File: config.mk
export PLATFORM = sky130hd
export DESIGN_NAME = dram_table_init
export DESIGN_NICKNAME = d
export VERILOG_FILES = /design/src/rtl/dram_table_init.sv
export SDC_FILE = /design/constraint.sdc
export NUM_CORES = 2
export LEC_CHECK = 0
export ABC_AREA = 1
export CAP_MARGIN = 5
export CELL_PAD_IN_SITES_DETAIL_PLACEMENT = 0
export CELL_PAD_IN_SITES_GLOBAL_PLACEMENT = 2
export CORE_ASPECT_RATIO = 0.9
export CORE_MARGIN = 3
export CORE_UTILIZATION = 30
export CTS_CLUSTER_SIZE = 40
export DETAILED_ROUTE_END_ITERATION = 12
export PLACE_DENSITY = 0.83
export SYNTH_ARGS = -nofsm -noshare
export SYNTH_HDL_FRONTEND = slang
export SYNTH_SLANG_ARGS = --single-unit
File: constraint.sdc
create_clock -name clk -period 33.5 [get_ports clk]
set_clock_uncertainty 0.15 [all_clocks]
set_input_delay 6.7 -clock clk [delete_from_list [all_inputs] [get_ports clk]]
set_output_delay 6.7 -clock clk [all_outputs]
set_load 0.05 [all_outputs]
File: src/rtl/dram_table_init.sv
// DRAM table initialiser: fills up to NUM_REGIONS regions with a per-region word pattern,
// optionally reads them back and compares, then releases the DRAM and flags done.
module dram_table_init #(
    parameter int unsigned DRAM_IO_WIDTH   = 256,
    parameter int unsigned DRAM_ADDR_WIDTH = 29,
    parameter int unsigned DRAM_MASK_WIDTH = 32,
    parameter int unsigned NUM_REGIONS     = 4,
    parameter int unsigned LEN_WIDTH       = 26
) (
    input  logic                                 clk,
    input  logic                                 reset,
    input  logic                                 phy_init_done,
    input  logic [NUM_REGIONS*DRAM_ADDR_WIDTH-1:0] cfg_base,
    input  logic [NUM_REGIONS*LEN_WIDTH-1:0]     cfg_len,
    input  logic [NUM_REGIONS*2-1:0]             cfg_mode,
    input  logic [NUM_REGIONS*32-1:0]            cfg_seed,
    input  logic [NUM_REGIONS*32-1:0]            cfg_step,
    input  logic [NUM_REGIONS-1:0]               cfg_verify,
    output logic                                 dram_request_o,
    input  logic                                 dram_permit_i,
    output logic                                 release_dram_o,
    output logic                                 dram_en_o,
    output logic                                 dram_rd_wr_o,
    output logic [DRAM_ADDR_WIDTH-1:0]           addr_to_dram_o,
    input  logic                                 dram_ready_i,
    output logic [DRAM_IO_WIDTH-1:0]             data_to_dram_o,
    output logic [DRAM_MASK_WIDTH-1:0]           dram_data_mask_o,
    output logic                                 data_to_dram_en,
    output logic                                 data_to_dram_end,
    input  logic                                 data_to_dram_ready,
    input  logic                                 rd_data_valid_i,
    input  logic [DRAM_IO_WIDTH-1:0]             data_from_dram_i,
    output logic                                 init_dram_done,
    output logic                                 verify_error_o,
    output logic [15:0]                          err_count_o,
    output logic [3:0]                           err_region_o,
    output logic [DRAM_ADDR_WIDTH-1:0]           err_addr_o
);

    localparam int unsigned LANES = DRAM_IO_WIDTH / 32;

    typedef enum logic [3:0] {
        S_IDLE, S_REQ, S_SEL_W, S_WB0, S_WB1, S_WC,
        S_SEL_R, S_RC, S_RB0, S_RB1, S_REL, S_DONE
    } state_t;

    state_t                     state_q, state_d;
    logic [4:0]                 region_q, region_d;
    logic [DRAM_ADDR_WIDTH-1:0] addr_q, addr_d;
    logic [31:0]                acc_q, acc_d;
    logic [LEN_WIDTH-1:0]       cnt_q, cnt_d;
    logic                       request_q, request_d;
    logic                       release_q, release_d;
    logic                       cmd_en_q, cmd_en_d;
    logic                       rd_wr_q, rd_wr_d;
    logic [DRAM_IO_WIDTH-1:0]   wdata_q, wdata_d;
    logic                       wen_q, wen_d;
    logic                       wend_q, wend_d;
    logic                       done_q, done_d;
    logic                       verr_q, verr_d;
    logic [15:0]                err_cnt_q, err_cnt_d;
    logic [3:0]                 err_region_q, err_region_d;
    logic [DRAM_ADDR_WIDTH-1:0] err_addr_q, err_addr_d;

    logic                       last_region, skip_w, cmd_last, check_beat, beat_mismatch;
    logic [3:0]                 sel;
    logic [DRAM_ADDR_WIDTH-1:0] r_base;
    logic [LEN_WIDTH-1:0]       r_len, cnt_inc;
    logic [1:0]                 r_mode;
    logic [31:0]                r_seed, r_step, acc_inc;
    logic                       r_verify;
    logic [DRAM_IO_WIDTH-1:0]   beat_cur, beat_next, beat_seed;

    function automatic logic [DRAM_IO_WIDTH-1:0] make_beat(input logic [31:0] acc,
                                                           input logic [1:0]  mode,
                                                           input logic [31:0] seed,
                                                           input logic [31:0] step);
        logic [DRAM_IO_WIDTH-1:0] b;
        b = '0;
        for (int unsigned k = 0; k < LANES; k++) begin
            case (mode)
                2'b01:   b[k*32 +: 32] = seed;
                2'b10:   b[k*32 +: 32] = acc + 32'(k) * step;
                default: b[k*32 +: 32] = '0;
            endcase
        end
        return b;
    endfunction

    // region_q reaches NUM_REGIONS as the end marker; keep the slice index in range then
    assign last_region = (region_q == 5'(NUM_REGIONS));
    assign sel         = last_region ? 4'd0 : region_q[3:0];
    assign r_base      = cfg_base[sel*DRAM_ADDR_WIDTH +: DRAM_ADDR_WIDTH];
    assign r_len       = cfg_len[sel*LEN_WIDTH +: LEN_WIDTH];
    assign r_mode      = cfg_mode[sel*2 +: 2];
    assign r_seed      = cfg_seed[sel*32 +: 32];
    assign r_step      = cfg_step[sel*32 +: 32];
    assign r_verify    = cfg_verify[sel];
    assign skip_w      = (r_len == '0) || (r_mode == 2'b11);

    assign acc_inc     = acc_q + 32'(LANES) * r_step;
    assign cnt_inc     = cnt_q + 1'b1;
    assign cmd_last    = (cnt_inc == r_len);
    assign beat_cur    = make_beat(acc_q, r_mode, r_seed, r_step);
    assign beat_next   = make_beat(acc_inc, r_mode, r_seed, r_step);
    assign beat_seed   = make_beat(r_seed, r_mode, r_seed, r_step);

    assign check_beat    = ((state_q == S_RB0) || (state_q == S_RB1)) && rd_data_valid_i;
    assign beat_mismatch = (data_from_dram_i != beat_cur);

    always_comb begin
        state_d      = state_q;
        region_d     = region_q;
        addr_d       = addr_q;
        acc_d        = acc_q;
        cnt_d        = cnt_q;
        request_d    = request_q;
        release_d    = release_q;
        cmd_en_d     = cmd_en_q;
        rd_wr_d      = rd_wr_q;
        wdata_d      = wdata_q;
        wen_d        = wen_q;
        wend_d       = wend_q;
        done_d       = done_q;
        verr_d       = verr_q;
        err_cnt_d    = err_cnt_q;
        err_region_d = err_region_q;
        err_addr_d   = err_addr_q;

        case (state_q)
            S_IDLE: if (phy_init_done) begin
                request_d = 1'b1;
                state_d   = S_REQ;
            end
            S_REQ: if (dram_permit_i) begin
                request_d = 1'b0;
                region_d  = '0;
                state_d   = S_SEL_W;
            end
            S_SEL_W: begin
                if (last_region) begin
                    region_d = '0;
                    state_d  = S_SEL_R;
                end else if (skip_w) begin
                    region_d = region_q + 5'd1;
                end else begin
                    addr_d  = r_base;
                    acc_d   = r_seed;
                    cnt_d   = '0;
                    wdata_d = beat_seed;
                    wen_d   = 1'b1;
                    wend_d  = 1'b0;
                    state_d = S_WB0;
                end
            end
            S_WB0: if (data_to_dram_ready) begin
                acc_d   = acc_inc;
                wdata_d = beat_next;
                wend_d  = 1'b1;
                state_d = S_WB1;
            end
            S_WB1: if (data_to_dram_ready) begin
                acc_d    = acc_inc;
                wen_d    = 1'b0;
                wend_d   = 1'b0;
                cmd_en_d = 1'b1;
                rd_wr_d  = 1'b0;
                state_d  = S_WC;
            end
            S_WC: if (dram_ready_i) begin
                cmd_en_d = 1'b0;
                cnt_d    = cnt_inc;
                addr_d   = addr_q + DRAM_ADDR_WIDTH'(8);
                if (cmd_last) begin
                    region_d = region_q + 5'd1;
                    state_d  = S_SEL_W;
                end else begin
                    wdata_d = beat_cur;
                    wen_d   = 1'b1;
                    state_d = S_WB0;
                end
            end
            S_SEL_R: begin
                if (last_region) begin
                    release_d = 1'b1;
                    state_d   = S_REL;
                end else if (skip_w || !r_verify) begin
                    region_d = region_q + 5'd1;
                end else begin
                    addr_d   = r_base;
                    acc_d    = r_seed;
                    cnt_d    = '0;
                    cmd_en_d = 1'b1;
                    rd_wr_d  = 1'b1;
                    state_d  = S_RC;
                end
            end
            S_RC: if (dram_ready_i) begin
                cmd_en_d = 1'b0;
                state_d  = S_RB0;
            end
            S_RB0: if (rd_data_valid_i) begin
                acc_d   = acc_inc;
                state_d = S_RB1;
            end
            S_RB1: if (rd_data_valid_i) begin
                acc_d  = acc_inc;
                cnt_d  = cnt_inc;
                addr_d = addr_q + DRAM_ADDR_WIDTH'(8);
                if (cmd_last) begin
                    region_d = region_q + 5'd1;
                    state_d  = S_SEL_R;
                end else begin
                    cmd_en_d = 1'b1;
                    state_d  = S_RC;
                end
            end
            S_REL: begin
                release_d = 1'b0;
                done_d    = 1'b1;
                state_d   = S_DONE;
            end
            S_DONE: ;
            default: state_d = S_IDLE;
        endcase

        if (check_beat && beat_mismatch) begin
            if (err_cnt_q != 16'hFFFF) err_cnt_d = err_cnt_q + 16'd1;
            if (!verr_q) begin
                verr_d       = 1'b1;
                err_region_d = region_q[3:0];
                err_addr_d   = addr_q;
            end
        end
    end

    always_ff @(posedge clk or negedge reset) begin
        if (!reset) begin
            state_q      <= S_IDLE;
            region_q     <= '0;
            addr_q       <= '0;
            acc_q        <= '0;
            cnt_q        <= '0;
            request_q    <= 1'b0;
            release_q    <= 1'b0;
            cmd_en_q     <= 1'b0;
            rd_wr_q      <= 1'b0;
            wdata_q      <= '0;
            wen_q        <= 1'b0;
            wend_q       <= 1'b0;
            done_q       <= 1'b0;
            verr_q       <= 1'b0;
            err_cnt_q    <= '0;
            err_region_q <= '0;
            err_addr_q   <= '0;
        end else begin
            state_q      <= state_d;
            region_q     <= region_d;
            addr_q       <= addr_d;
            acc_q        <= acc_d;
            cnt_q        <= cnt_d;
            request_q    <= request_d;
            release_q    <= release_d;
            cmd_en_q     <= cmd_en_d;
            rd_wr_q      <= rd_wr_d;
            wdata_q      <= wdata_d;
            wen_q        <= wen_d;
            wend_q       <= wend_d;
            done_q       <= done_d;
            verr_q       <= verr_d;
            err_cnt_q    <= err_cnt_d;
            err_region_q <= err_region_d;
            err_addr_q   <= err_addr_d;
        end
    end

    assign dram_request_o   = request_q;
    assign release_dram_o   = release_q;
    assign dram_en_o        = cmd_en_q;
    assign dram_rd_wr_o     = rd_wr_q;
    assign addr_to_dram_o   = addr_q;
    assign data_to_dram_o   = wdata_q;
    assign dram_data_mask_o = '0;
    assign data_to_dram_en  = wen_q;
    assign data_to_dram_end = wend_q;
    assign init_dram_done   = done_q;
    assign verify_error_o   = verr_q;
    assign err_count_o      = err_cnt_q;
    assign err_region_o     = err_region_q;
    assign err_addr_o       = err_addr_q;

endmodule

==> metrics.cfg <==
[run_status]
status = complete, but fails checks
violations = capacitance limit, slew limit

[placement]
gp_congestion = 1.07
portBuffers = 1092
placed_cell_area_um2 = 88300
place_ws_ps = 16210
dp_hpwl_um = 469000

[layout]
nFillCells = 26100
syn_to_final_growth_pct = 24.4
layout-drive-gt1-share_pct = 4.49
finalInstanceArea_um2 = 90600
seq_area_um2 = 10100
multi_input_area_um2 = 57100
nets = 14800

[worst_setup_path]
crit_path_max_incr_delay_ps = 1080
required_ps = 34000
critPathSlowestCell = o21ai_1
ff2ff_setup_slack_ps = 19570
endpoint_kind = flop
r2r_start = region_q[0]
path_class = in2reg
timing.critical_path.from = cfg_step[97]
cpMostUsedCell = nand2_1
worstSetupStartpointType = input pin
cp.arrival_ps = 17830
path_max_fanout = 37
reg2reg_to = err_addr_o[17]
rr_worst_depth = 50

[floorplanning]
coreArea_um2 = 240000
fp.dieH_um = 473
design.die.area_um2 = 249000
dieWidth_um = 525
initial_utilization_pct = 30.3
rows = 170
pin_count = 1125

[drt]
wl_per_cell_um = 35.6
wl_um = 590000
via_per_inst = 6.08
drtPass1Iterations = 8
drt_iter0_markers = 15500
drc_errors = 0
antenna_left = 0
vias = 101000

[logic_synthesis]
synth_top_family_by_area = simple AND/OR/NAND/NOR gates
syn_avg_cell_area_um2 = 5.93
yosys_warnings = 0
ys_seq_area_share_pct = 13.8
synthAdderAreaFrac_pct = 14.1
synth_edf_count = 0
synth_mux_area_share_pct = 0.0155
yosys.area_share.simple_pct = 35.2
postSynthCellCount = 12300
synthDistinctLibCells = 69
syn_area_um2 = 72800
synthTopCellsByArea = nand2_1 18%, dfrtp_1 14%, ha_1 13%
synth_compound_area_share_pct = 23.9
synth_xor_area_share_pct = 4.23
synth_top_area_share_pct = 18.1
synth-seq-cells = 401
synth_top_cell_by_area = nand2_1
synth_flop_cell = dfrtp_1
async_flop_share_pct = 100

[grt]
grt_first_pass_wirelength_um = 777000
grtUsageMet3_pct = 14.0
grt_max_degree = 184
antenna_found_initial = 97
grt_use_met2_pct = 63.4
grt.busiest_layer = met2
grt_use_met1_pct = 60.2
grtUsageTotal_pct = 45.1
grt_pass1_vias = 90500
grt_overflow_total = 0

[sta]
layout_min_cycle_time_ps = 17330
hold_viol = 0
slew_violations = 10
whs_ps = 334
max_slew_margin_pct = -15.6
rsz0062_at_grt = false
fin_ws_ps = 16170
setup_violations = 0
finalSetupTns_ps = 0
period_share_pct = 51.7
tightest_slew_ps = 1720
max_clock_freq_mhz = 57.7

[clock_tree]
cts_made_buffers = 59
clk_path_buf_depth = 3
cts-hold-fix-buffers = 0
htree_levels = 2
clock_latency_ps = 830
clkSlewWorstSetupHoldPaths_ps = 60
cts_setup_buffers = 0
post_cts_resize_count = 0
cts_tree = built
cts-root-buf = clkbuf_16
clock_sink_count = 401

[min_path]
min_from = data_to_dram_o[201]
min_path_cells = 2
hold_path_end = data_to_dram_o[201]
hp-class = reg2reg

[flow_run]
maxCapViolCount = 3

[cell type report]
type | instances | share of cell area, %
Sequential cell | 401 | 11.1
Multi-Input combinational cell | 10300 | 63.0
Clock inverter | 32 | 0.533
Antenna cell | 57 | 0.157
Tap cell | 3182 | 4.40
Clock buffer | 77 | 1.82
Inverter | 1162 | 4.84
Timing Repair Buffer | 1336 | 14.1
[per-layer routing]
metal  share of wire (%)  up-vias
met5               0.055        -
met3                  13     1256
li1                    -    43700
met2                  40     7063
met4                 6.5       44
met1                  41    48700
[logic make-up after synthesis]
kind of cell,Yosys count
flip-flops,401
AND/OR/NAND/NOR,6071
XOR/XNOR,352
adder cells (fa/ha/maj),794
AO/OA/AOI/OAI,3057
buffers and inverters,1604
multiplexers,1
other,1
[per-stage QoR]
stage          cells  util [%]
2_1_floorplan  12300         -
3_3_place_gp   16400      36.8
4_1_cts        16500      37.7
6_report       16600      37.7
3_5_place_dp   16400      36.8
5_1_grt        16500      37.7
[flip-flops by register name (all words and copies together), names as in the netlist, 4 cells and up]
signal / flops
data_to_dram_o: 248
acc_q: 32
addr_to_dram_o: 29
err_addr_o: 29
cnt_q: 26
err_count_o: 16
region_q: 5
err_region_o: 4
state_q: 4
[layout by cell type, fill, tap and decap left out, types with 108 or more instances in the layout]
cell / synthesis / routed
a21oi_1: 1131 / 1107
a22o_1: 108 / 108
buf_4: 54 / 240
clkdlybuf4s50_1: 0 / 1091
dfrtp_1: 401 / 379
ha_1: 752 / 750
inv_1: 1145 / 1125
nand2_1: 3515 / 3514
nand3_1: 674 / 667
nand3b_1: 232 / 232
nand4_1: 161 / 161
nor2_1: 1202 / 1191
nor3_1: 128 / 127
o21ai_0: 1052 / 1044
o22ai_1: 172 / 172
xnor2_1: 137 / 127
xor2_1: 215 / 190
[how the worst max path moves through the flow]
stage / end / slack (ps) / cells after the start
after global placement: err_region_o[2] / 16170 / 43
after floorplan: err_count_o[2] / 19810 / 48
after CTS: err_addr_o[17] / 16950 / 43
after global routing: err_addr_o[13] / 15930 / 43
final: err_addr_o[17] / 16170 / 43
after detailed placement: err_addr_o[17] / 16210 / 43
[synthesized netlist by cell type (all sizes together) (8+ instances only)]
cell / instances
a21boi: 54
o21bai: 48
nand4: 161
ha: 752
o31ai: 23
a21oi: 1132
clkbuf: 228
o22ai: 172
a22oi: 17
o21ai: 1098
a22o: 108
a211oi: 17
xnor2: 137
o221ai: 35
a221oi: 21
a21o: 55
nor3b: 8
nand2: 3529
nor2: 1206
fa: 42
xor2: 215
nor4: 28
buf: 214
inv: 1154
nand3b: 232
dfrtp: 401
nor3: 129
clkinv: 8
a31oi: 83
and2: 12
nand3: 694
or2: 70
o21a: 82
o211ai: 50
o2111ai: 11
[worst max-delay path: cells and delay by family]
kind            cells  cell delay [ps]
simple gates       22             3660
compound gates      9             3480
buf+inv             8             2040
fa+ha+maj           3             1350
xor+xnor            1              490
Power is left out: the tool's default activity adds up to more than one toggle a clock period on the data nets, which glitch-free logic cannot reach.
